--- config.mk ---
export PLATFORM = sky130hd
export DESIGN_NAME = comb_job_scheduler_flat
export DESIGN_NICKNAME = d
export VERILOG_FILES = /design/src/rtl/comb_job_scheduler_if.sv /design/src/rtl/comb_job_scheduler.sv /design/src/flat_wrapper.sv
export SDC_FILE = /design/constraint.sdc
export NUM_CORES = 1
export LEC_CHECK = 0
export ABC_CLOCK_PERIOD_IN_PS = 1800
export CAP_MARGIN = 40
export CORE_MARGIN = 5
export CORE_UTILIZATION = 30
export CTS_CLUSTER_DIAMETER = 30
export CTS_CLUSTER_SIZE = 10
export DETAILED_ROUTE_END_ITERATION = 8
export GPL_TIMING_DRIVEN = 0
export SLEW_MARGIN = 20
export SYNTH_ARGS = -nofsm -noshare
export SYNTH_HDL_FRONTEND = slang
export SYNTH_SLANG_ARGS = --single-unit
--- constraint.sdc ---
create_clock -name clk -period 1.8 [get_ports clk]
set_input_delay 0.18 -clock clk [delete_from_list [all_inputs] [get_ports clk]]
set_output_delay 0.18 -clock clk [all_outputs]
set_load 0.05 [all_outputs]
--- src/rtl/comb_job_scheduler_if.sv ---
// rtl/comb_job_scheduler_if.sv - request, engine and response signal bundle for comb_job_scheduler
//
// Groups the three handshakes around the scheduler:
//   req_*  : (n,m) request stream into the scheduler FIFO (valid/ready)
//   eng_*  : start/done exchange with the combination engine
//   rsp_*  : answered job leaving on a valid/ready port, in request order
//   pending: FIFO occupancy
// Modports:
//   slave  : the scheduler's view
//   master : the environment's view (requester, engine and consumer)
interface comb_job_scheduler_if #(
    parameter int PTR_W = 2,
    parameter int RES_W = 13
) ();
    logic             req_valid;
    logic             req_ready;
    logic [3:0]       req_n;
    logic [3:0]       req_m;

    logic             eng_start;
    logic [3:0]       eng_n;
    logic [3:0]       eng_m;
    logic             eng_done;
    logic [RES_W-1:0] eng_result;

    logic             rsp_valid;
    logic             rsp_ready;
    logic [3:0]       rsp_n;
    logic [3:0]       rsp_m;
    logic [RES_W-1:0] rsp_result;
    logic             rsp_bypass;

    logic [PTR_W:0]   pending;

    modport slave (
        input  req_valid, req_n, req_m,
        output req_ready,
        output eng_start, eng_n, eng_m,
        input  eng_done, eng_result,
        output rsp_valid, rsp_n, rsp_m, rsp_result, rsp_bypass,
        input  rsp_ready,
        output pending
    );

    modport master (
        output req_valid, req_n, req_m,
        input  req_ready,
        input  eng_start, eng_n, eng_m,
        output eng_done, eng_result,
        input  rsp_valid, rsp_n, rsp_m, rsp_result, rsp_bypass,
        output rsp_ready,
        input  pending
    );
endinterface

--- src/rtl/comb_job_scheduler.sv ---
// rtl/comb_job_scheduler.sv - request FIFO and job sequencer in front of the Comb engine
//
// Buffers (n,m) requests, answers trivial cases (m>n, m==0, m==n) locally and
// hands the rest to the engine one at a time with a single-cycle start pulse.
// Every job, local or engine-resolved, produces exactly one response, in order.
// Ports:
//   clk  : rising-edge clock
//   rst  : synchronous active-high reset (shared with the engine)
//   bus  : comb_job_scheduler_if.slave
//          req_valid/req_ready/req_n/req_m         request stream
//          eng_start/eng_n/eng_m/eng_done/eng_result engine exchange
//          rsp_valid/rsp_ready/rsp_n/rsp_m/rsp_result/rsp_bypass response stream
//          pending                                 FIFO occupancy
module comb_job_scheduler #(
    parameter int FIFO_DEPTH = 4,
    parameter int PTR_W      = 2,
    parameter int RES_W      = 13
) (
    input  logic                 clk,
    input  logic                 rst,
    comb_job_scheduler_if.slave  bus
);

    typedef enum logic [2:0] {
        S_IDLE,
        S_CHECK,
        S_ISSUE,
        S_WAIT,
        S_RESP
    } state_t;

    localparam logic [PTR_W:0]   DEPTH_C = (PTR_W + 1)'(FIFO_DEPTH);
    localparam logic [RES_W-1:0] ONE_C   = {{(RES_W - 1){1'b0}}, 1'b1};

    logic [3:0]       fifo_n_q [FIFO_DEPTH];
    logic [3:0]       fifo_m_q [FIFO_DEPTH];
    logic [PTR_W-1:0] wr_ptr_q;
    logic [PTR_W-1:0] rd_ptr_q;
    logic [PTR_W:0]   count_q;
    logic [PTR_W:0]   count_d;
    logic             req_ready_w;
    logic             push;
    logic             pop;

    state_t           state_q;
    logic [3:0]       job_n_q;
    logic [3:0]       job_m_q;
    logic             eng_start_q;
    logic             rsp_valid_q;
    logic [RES_W-1:0] rsp_result_q;
    logic             rsp_bypass_q;

    // No pass-through: a full FIFO refuses even if a pop happens this cycle.
    assign req_ready_w = (count_q < DEPTH_C);
    assign push        = bus.req_valid & req_ready_w;
    assign pop         = (state_q == S_IDLE) & (count_q != '0);

    always_comb begin
        count_d = count_q;
        if (push && !pop) begin
            count_d = count_q + 1'b1;
        end else if (!push && pop) begin
            count_d = count_q - 1'b1;
        end
    end

    always_ff @(posedge clk) begin
        if (rst) begin
            wr_ptr_q <= '0;
            rd_ptr_q <= '0;
            count_q  <= '0;
        end else begin
            if (push) begin
                wr_ptr_q <= wr_ptr_q + 1'b1;
            end
            if (pop) begin
                rd_ptr_q <= rd_ptr_q + 1'b1;
            end
            count_q <= count_d;
        end
    end

    // Entry storage needs no reset: count_q gates every read.
    always_ff @(posedge clk) begin
        if (push) begin
            fifo_n_q[wr_ptr_q] <= bus.req_n;
            fifo_m_q[wr_ptr_q] <= bus.req_m;
        end
    end

    // Job sequencer. job_n/m double as the engine operands and the response
    // tag, so they stay put from CHECK until the response is accepted.
    always_ff @(posedge clk) begin
        if (rst) begin
            state_q      <= S_IDLE;
            job_n_q      <= '0;
            job_m_q      <= '0;
            eng_start_q  <= 1'b0;
            rsp_valid_q  <= 1'b0;
            rsp_result_q <= '0;
            rsp_bypass_q <= 1'b0;
        end else begin
            eng_start_q <= 1'b0;
            case (state_q)
                S_IDLE: begin
                    if (pop) begin
                        job_n_q <= fifo_n_q[rd_ptr_q];
                        job_m_q <= fifo_m_q[rd_ptr_q];
                        state_q <= S_CHECK;
                    end
                end
                S_CHECK: begin
                    if (job_m_q > job_n_q) begin
                        rsp_result_q <= '0;
                        rsp_bypass_q <= 1'b1;
                        rsp_valid_q  <= 1'b1;
                        state_q      <= S_RESP;
                    end else if ((job_m_q == 4'd0) || (job_m_q == job_n_q)) begin
                        rsp_result_q <= ONE_C;
                        rsp_bypass_q <= 1'b1;
                        rsp_valid_q  <= 1'b1;
                        state_q      <= S_RESP;
                    end else begin
                        // Registered so the pulse lines up with the ISSUE cycle.
                        eng_start_q <= 1'b1;
                        state_q     <= S_ISSUE;
                    end
                end
                S_ISSUE: begin
                    state_q <= S_WAIT;
                end
                S_WAIT: begin
                    if (bus.eng_done) begin
                        rsp_result_q <= bus.eng_result;
                        rsp_bypass_q <= 1'b0;
                        rsp_valid_q  <= 1'b1;
                        state_q      <= S_RESP;
                    end
                end
                S_RESP: begin
                    if (bus.rsp_ready) begin
                        rsp_valid_q <= 1'b0;
                        state_q     <= S_IDLE;
                    end
                end
                default: begin
                    state_q <= S_IDLE;
                end
            endcase
        end
    end

    assign bus.req_ready  = req_ready_w;
    assign bus.pending    = count_q;
    assign bus.eng_start  = eng_start_q;
    assign bus.eng_n      = job_n_q;
    assign bus.eng_m      = job_m_q;
    assign bus.rsp_valid  = rsp_valid_q;
    assign bus.rsp_n      = job_n_q;
    assign bus.rsp_m      = job_m_q;
    assign bus.rsp_result = rsp_result_q;
    assign bus.rsp_bypass = rsp_bypass_q;

endmodule

--- src/flat_wrapper.sv ---
// flat-port wrapper written by rule: the top's interface ports become plain ports
module comb_job_scheduler_flat 
#(
    parameter int FIFO_DEPTH = 4,
    parameter int PTR_W      = 2,
    parameter int RES_W      = 13
)
  (clk, rst, bus_req_valid, bus_req_n, bus_req_m, bus_req_ready, bus_eng_start, bus_eng_n, bus_eng_m, bus_eng_done, bus_eng_result, bus_rsp_valid, bus_rsp_n, bus_rsp_m, bus_rsp_result, bus_rsp_bypass, bus_rsp_ready, bus_pending);
  comb_job_scheduler_if #(.PTR_W(PTR_W), .RES_W(RES_W)) bus_i ();
  input  logic clk;
  input  logic rst;
  input wire logic [$bits(bus_i.req_valid)-1:0] bus_req_valid;
  input wire logic [$bits(bus_i.req_n)-1:0] bus_req_n;
  input wire logic [$bits(bus_i.req_m)-1:0] bus_req_m;
  output wire logic [$bits(bus_i.req_ready)-1:0] bus_req_ready;
  output wire logic [$bits(bus_i.eng_start)-1:0] bus_eng_start;
  output wire logic [$bits(bus_i.eng_n)-1:0] bus_eng_n;
  output wire logic [$bits(bus_i.eng_m)-1:0] bus_eng_m;
  input wire logic [$bits(bus_i.eng_done)-1:0] bus_eng_done;
  input wire logic [$bits(bus_i.eng_result)-1:0] bus_eng_result;
  output wire logic [$bits(bus_i.rsp_valid)-1:0] bus_rsp_valid;
  output wire logic [$bits(bus_i.rsp_n)-1:0] bus_rsp_n;
  output wire logic [$bits(bus_i.rsp_m)-1:0] bus_rsp_m;
  output wire logic [$bits(bus_i.rsp_result)-1:0] bus_rsp_result;
  output wire logic [$bits(bus_i.rsp_bypass)-1:0] bus_rsp_bypass;
  input wire logic [$bits(bus_i.rsp_ready)-1:0] bus_rsp_ready;
  output wire logic [$bits(bus_i.pending)-1:0] bus_pending;
  assign bus_i.req_valid = bus_req_valid;
  assign bus_i.req_n = bus_req_n;
  assign bus_i.req_m = bus_req_m;
  assign bus_req_ready = bus_i.req_ready;
  assign bus_eng_start = bus_i.eng_start;
  assign bus_eng_n = bus_i.eng_n;
  assign bus_eng_m = bus_i.eng_m;
  assign bus_i.eng_done = bus_eng_done;
  assign bus_i.eng_result = bus_eng_result;
  assign bus_rsp_valid = bus_i.rsp_valid;
  assign bus_rsp_n = bus_i.rsp_n;
  assign bus_rsp_m = bus_i.rsp_m;
  assign bus_rsp_result = bus_i.rsp_result;
  assign bus_rsp_bypass = bus_i.rsp_bypass;
  assign bus_i.rsp_ready = bus_rsp_ready;
  assign bus_pending = bus_i.pending;
  comb_job_scheduler #(.FIFO_DEPTH(FIFO_DEPTH), .PTR_W(PTR_W), .RES_W(RES_W)) u_core (.clk(clk), .rst(rst), .bus(bus_i));
endmodule
==> parameters.txt <==
Parameter                              Value

Run status
  Run status    complete, but fails checks
  Violated checks    negative setup slack

Die
  IO Pins    just over 60
  Floorplan die width    approximately 110 um
  Std-Cell Core Area    roughly 9000 um^2
  Vertical die dimension    between 100 and 150 um
  Number of standard-cell rows in the floorplan    35
  Area of the die    11400 um^2
  Starting utilization of the core area    30.6%

Worst hold path
  Min-Delay Startpoint    rst
  Cell count of the worst hold path    2
  Tightest Hold Check Type    primary input to register

Setup path
  Data arrival, critical path    ~2200 ps
  Type of the worst setup path    register to register
  Setup crit start    u_core.bus.pending[1]
  Critical path launch point type    register
  Logic depth of the worst register-to-register path    9
  Origin of the critical flop-to-flop path    u_core.bus.pending[1]
  Endpoint required time on the critical path    2070 ps
  Kind of end point of the critical path    register
  Highest net fanout along the worst path    3

Clock network
  Total clock sinks    66
  Clock tree root driver cell    clkbuf_8
  TritonCTS clock tree    yes
  Worst skew pair latency    340 ps
  Number of buffers on the longest clock path    2
  Clock slew at the register clock pins of the worst setup and hold paths    70 ps
  Number of hold-repair buffers added at the cts stage    0
  Maximum level of the CTS H-tree    3
  Inserted Clock Buffers    9

Logic synthesis
  Synthesis Warnings    0
  Main area contributors after synthesis    edfxtp_1, dfxtp_1, mux4_2, ha_1, a22o_1
  Top cell type by total area after synthesis    edfxtp_1
  Most numerous cell in the Yosys netlist    dfxtp_1
  Count of unique library cells instantiated by Yosys    45
  Sequential cell area fraction in the yosys report    roughly 59%
  Post-Syn Nets    256
  Synthesized flop and latch total    66
  Count of mapped cells out of synthesis    220
  Post-synth top flop    dfxtp_1
  Post-synth EDFFs    32
  Fraction of synthesis flops using an asynchronous set or reset pin    0%
  Leading cell types by count after synthesis    dfxtp_1, edfxtp_1, nand2_1
  Cell area after technology mapping    around 2800 um^2
  Area fraction of the dominant cell type after synthesis    between 30% and 40%
  Post-synthesis area per instance    ~13 um^2

Routing
  Via-to-Cell Ratio    around 4.6
  DRT iter0 DRCs    slightly above 70
  First-pass iteration count of the detailed router    6
  Antenna viol nets, final    0
  Average routed wire per standard cell    about 14 um
  Residual DRC count    0
  Via count    a little under 2000
  Post-Route WL    roughly 6000 um

Timing
  Max transition margin    approximately 63%
  Crit share post-route    106%
  Setup slack after layout    -105 ps
  Clock Skew    a little over 6 ps
  Peak clock frequency supported by timing    between 500 and 600 MHz
  Transition at the pin with the smallest max-transition slack    roughly 550 ps
  Post-layout minimum cycle time    1900 ps
  Setup-failing EPs final    2
  Minimum hold slack    133 ps
  Final hold violations    0
  Number of pins exceeding their max-slew limit in the final report    0
  Setup repair after global routing missed its margin    yes

GRT
  Initial antenna violation count    0
  Leftover overflow at the end of global routing    0
  Tot GR Track Use    roughly 11%
  Wire length of the first global-routing pass    9750 um
  Maximum number of pins on one net before global-route repair    13
  Vias in the first global route    1961

Power
  Power consumption    roughly 0.0073 W
  Max VDD drop    roughly 0.56 mV
  Static leakage    1.52 nW
  Power per cell area    around 1800 nW/um^2

Place
  Placed wire-length estimate after detailed placement    between 4000 and 5000 um
  Number of buffers inserted by port buffering    60
  Number of cells after detailed placement    391
  Routability Congestion    0.712

Cells and area
  ANT cells    0
  Non-Filler Instances    ~420
  Share of layout cells above drive strength 1    27.9%
  Post-Route Utilization    around 44%
  P&R area growth vs syn    42.4%
  Post-layout nets    between 300 and 400

Job
  Number of max-capacitance violations reported    0
power breakdown:
| part | switching [W] | leakage [nW] | internal, W |
|---|---|---|---|
| registers | 0.000233 | 0.577 | 0.00190 |
| clock network | 0.000583 | 0.101 | 0.000637 |
| logic | 0.00219 | 0.846 | 0.00176 |
layout by cell type, fill, tap and decap left out, drive strengths merged, types with 4 or more instances in the layout:
cell type / Yosys / routed
edfxtp: 32 / 32
nor2: 11 / 11
and2: 4 / 4
clkbuf: 2 / 11
inv: 12 / 12
dfxtp: 34 / 34
buf: 17 / 33
nand2: 22 / 22
ha: 9 / 9
a22o: 11 / 11
a21oi: 16 / 16
mux4: 8 / 8
nor3: 6 / 6
clkinv: 0 / 6
clkdlybuf4s50: 0 / 48
dlygate4sd2: 0 / 9
final timing paths:
check,to,slack [ps]
max,u_core.bus.pending[2],-100
min,u_core.bus.rsp_valid,130
max reg2reg,u_core.bus.pending[2],-100
min reg2reg,u_core.bus.rsp_result[2],470
worst max-delay path: stages, from the launching register on:
cell and delay (ps):
dfxtp_4 360, nor3_4 230, nor4_4 80, inv_2 80
ha_4 130, inv_2 40, fa_2 340, xor2_1 160
or3_1 310, a21oi_1 110
state kept, by name (all words and copies together) (netlist names), 2 cells and up:
| signal | cells |
|---|---|
| u_core.fifo_m_q | 16 |
| u_core.rd_ptr_q | 2 |
| u_core.bus.rsp_result | 13 |
| u_core.state_q | 3 |
| u_core.fifo_n_q | 16 |
| u_core.bus.eng_n | 4 |
| u_core.bus.pending | 3 |
| u_core.wr_ptr_q | 2 |
| u_core.bus.eng_m | 4 |
final cells by class:
type / instances / area, um^2
plain buffers: 19 / 123
clock buffers: 9 / 124
clock inverters: 7 / 70.1
fillers: 885 / 5170
inverters: 12 / 45.0
multi-input cells: 123 / 1070
flip-flops and latches: 66 / 1680
well taps: 111 / 139
repair buffers: 76 / 733
cell families (layout without fill, tap and decap cells):
family / Yosys count / after routing / share of synthesized area [%]
flops: 66 / 66 / 58.6
mux: 10 / 10 / 7.15
simple gates: 58 / 58 / 11.5
buf+inv: 31 / 123 / 5.86
compound gates: 40 / 40 / 10.5
fa+ha+maj: 10 / 10 / 4.74
xor+xnor: 5 / 5 / 1.56
what timing repair did:
action	4_1_cts	5_1_grt
gates resized for setup	15	7
cloned	1	0
buffers inserted	11	4
endpoints found under the setup margin	19	19
pin swaps	3	6
stage by stage:
step	setup TNS, ps	cell area, um^2	setup slack, ps
finish	-111	3990	-105
global route	-338	3990	-203
CTS	-203	3930	-96.6
detailed placement	-801	3600	-379
global placement	-492	3600	-364
floorplan	-261	2870	-149
routing by layer:
layer	vias up	share of wire [%]	track usage, %
met5	-	0	0
met1	909	44	13.0
li1	966	-	-
met2	57	50	18.6
met3	4	6.2	4.52
met4	0	0.25	2.47
Power figures use the tool's default switching activity.
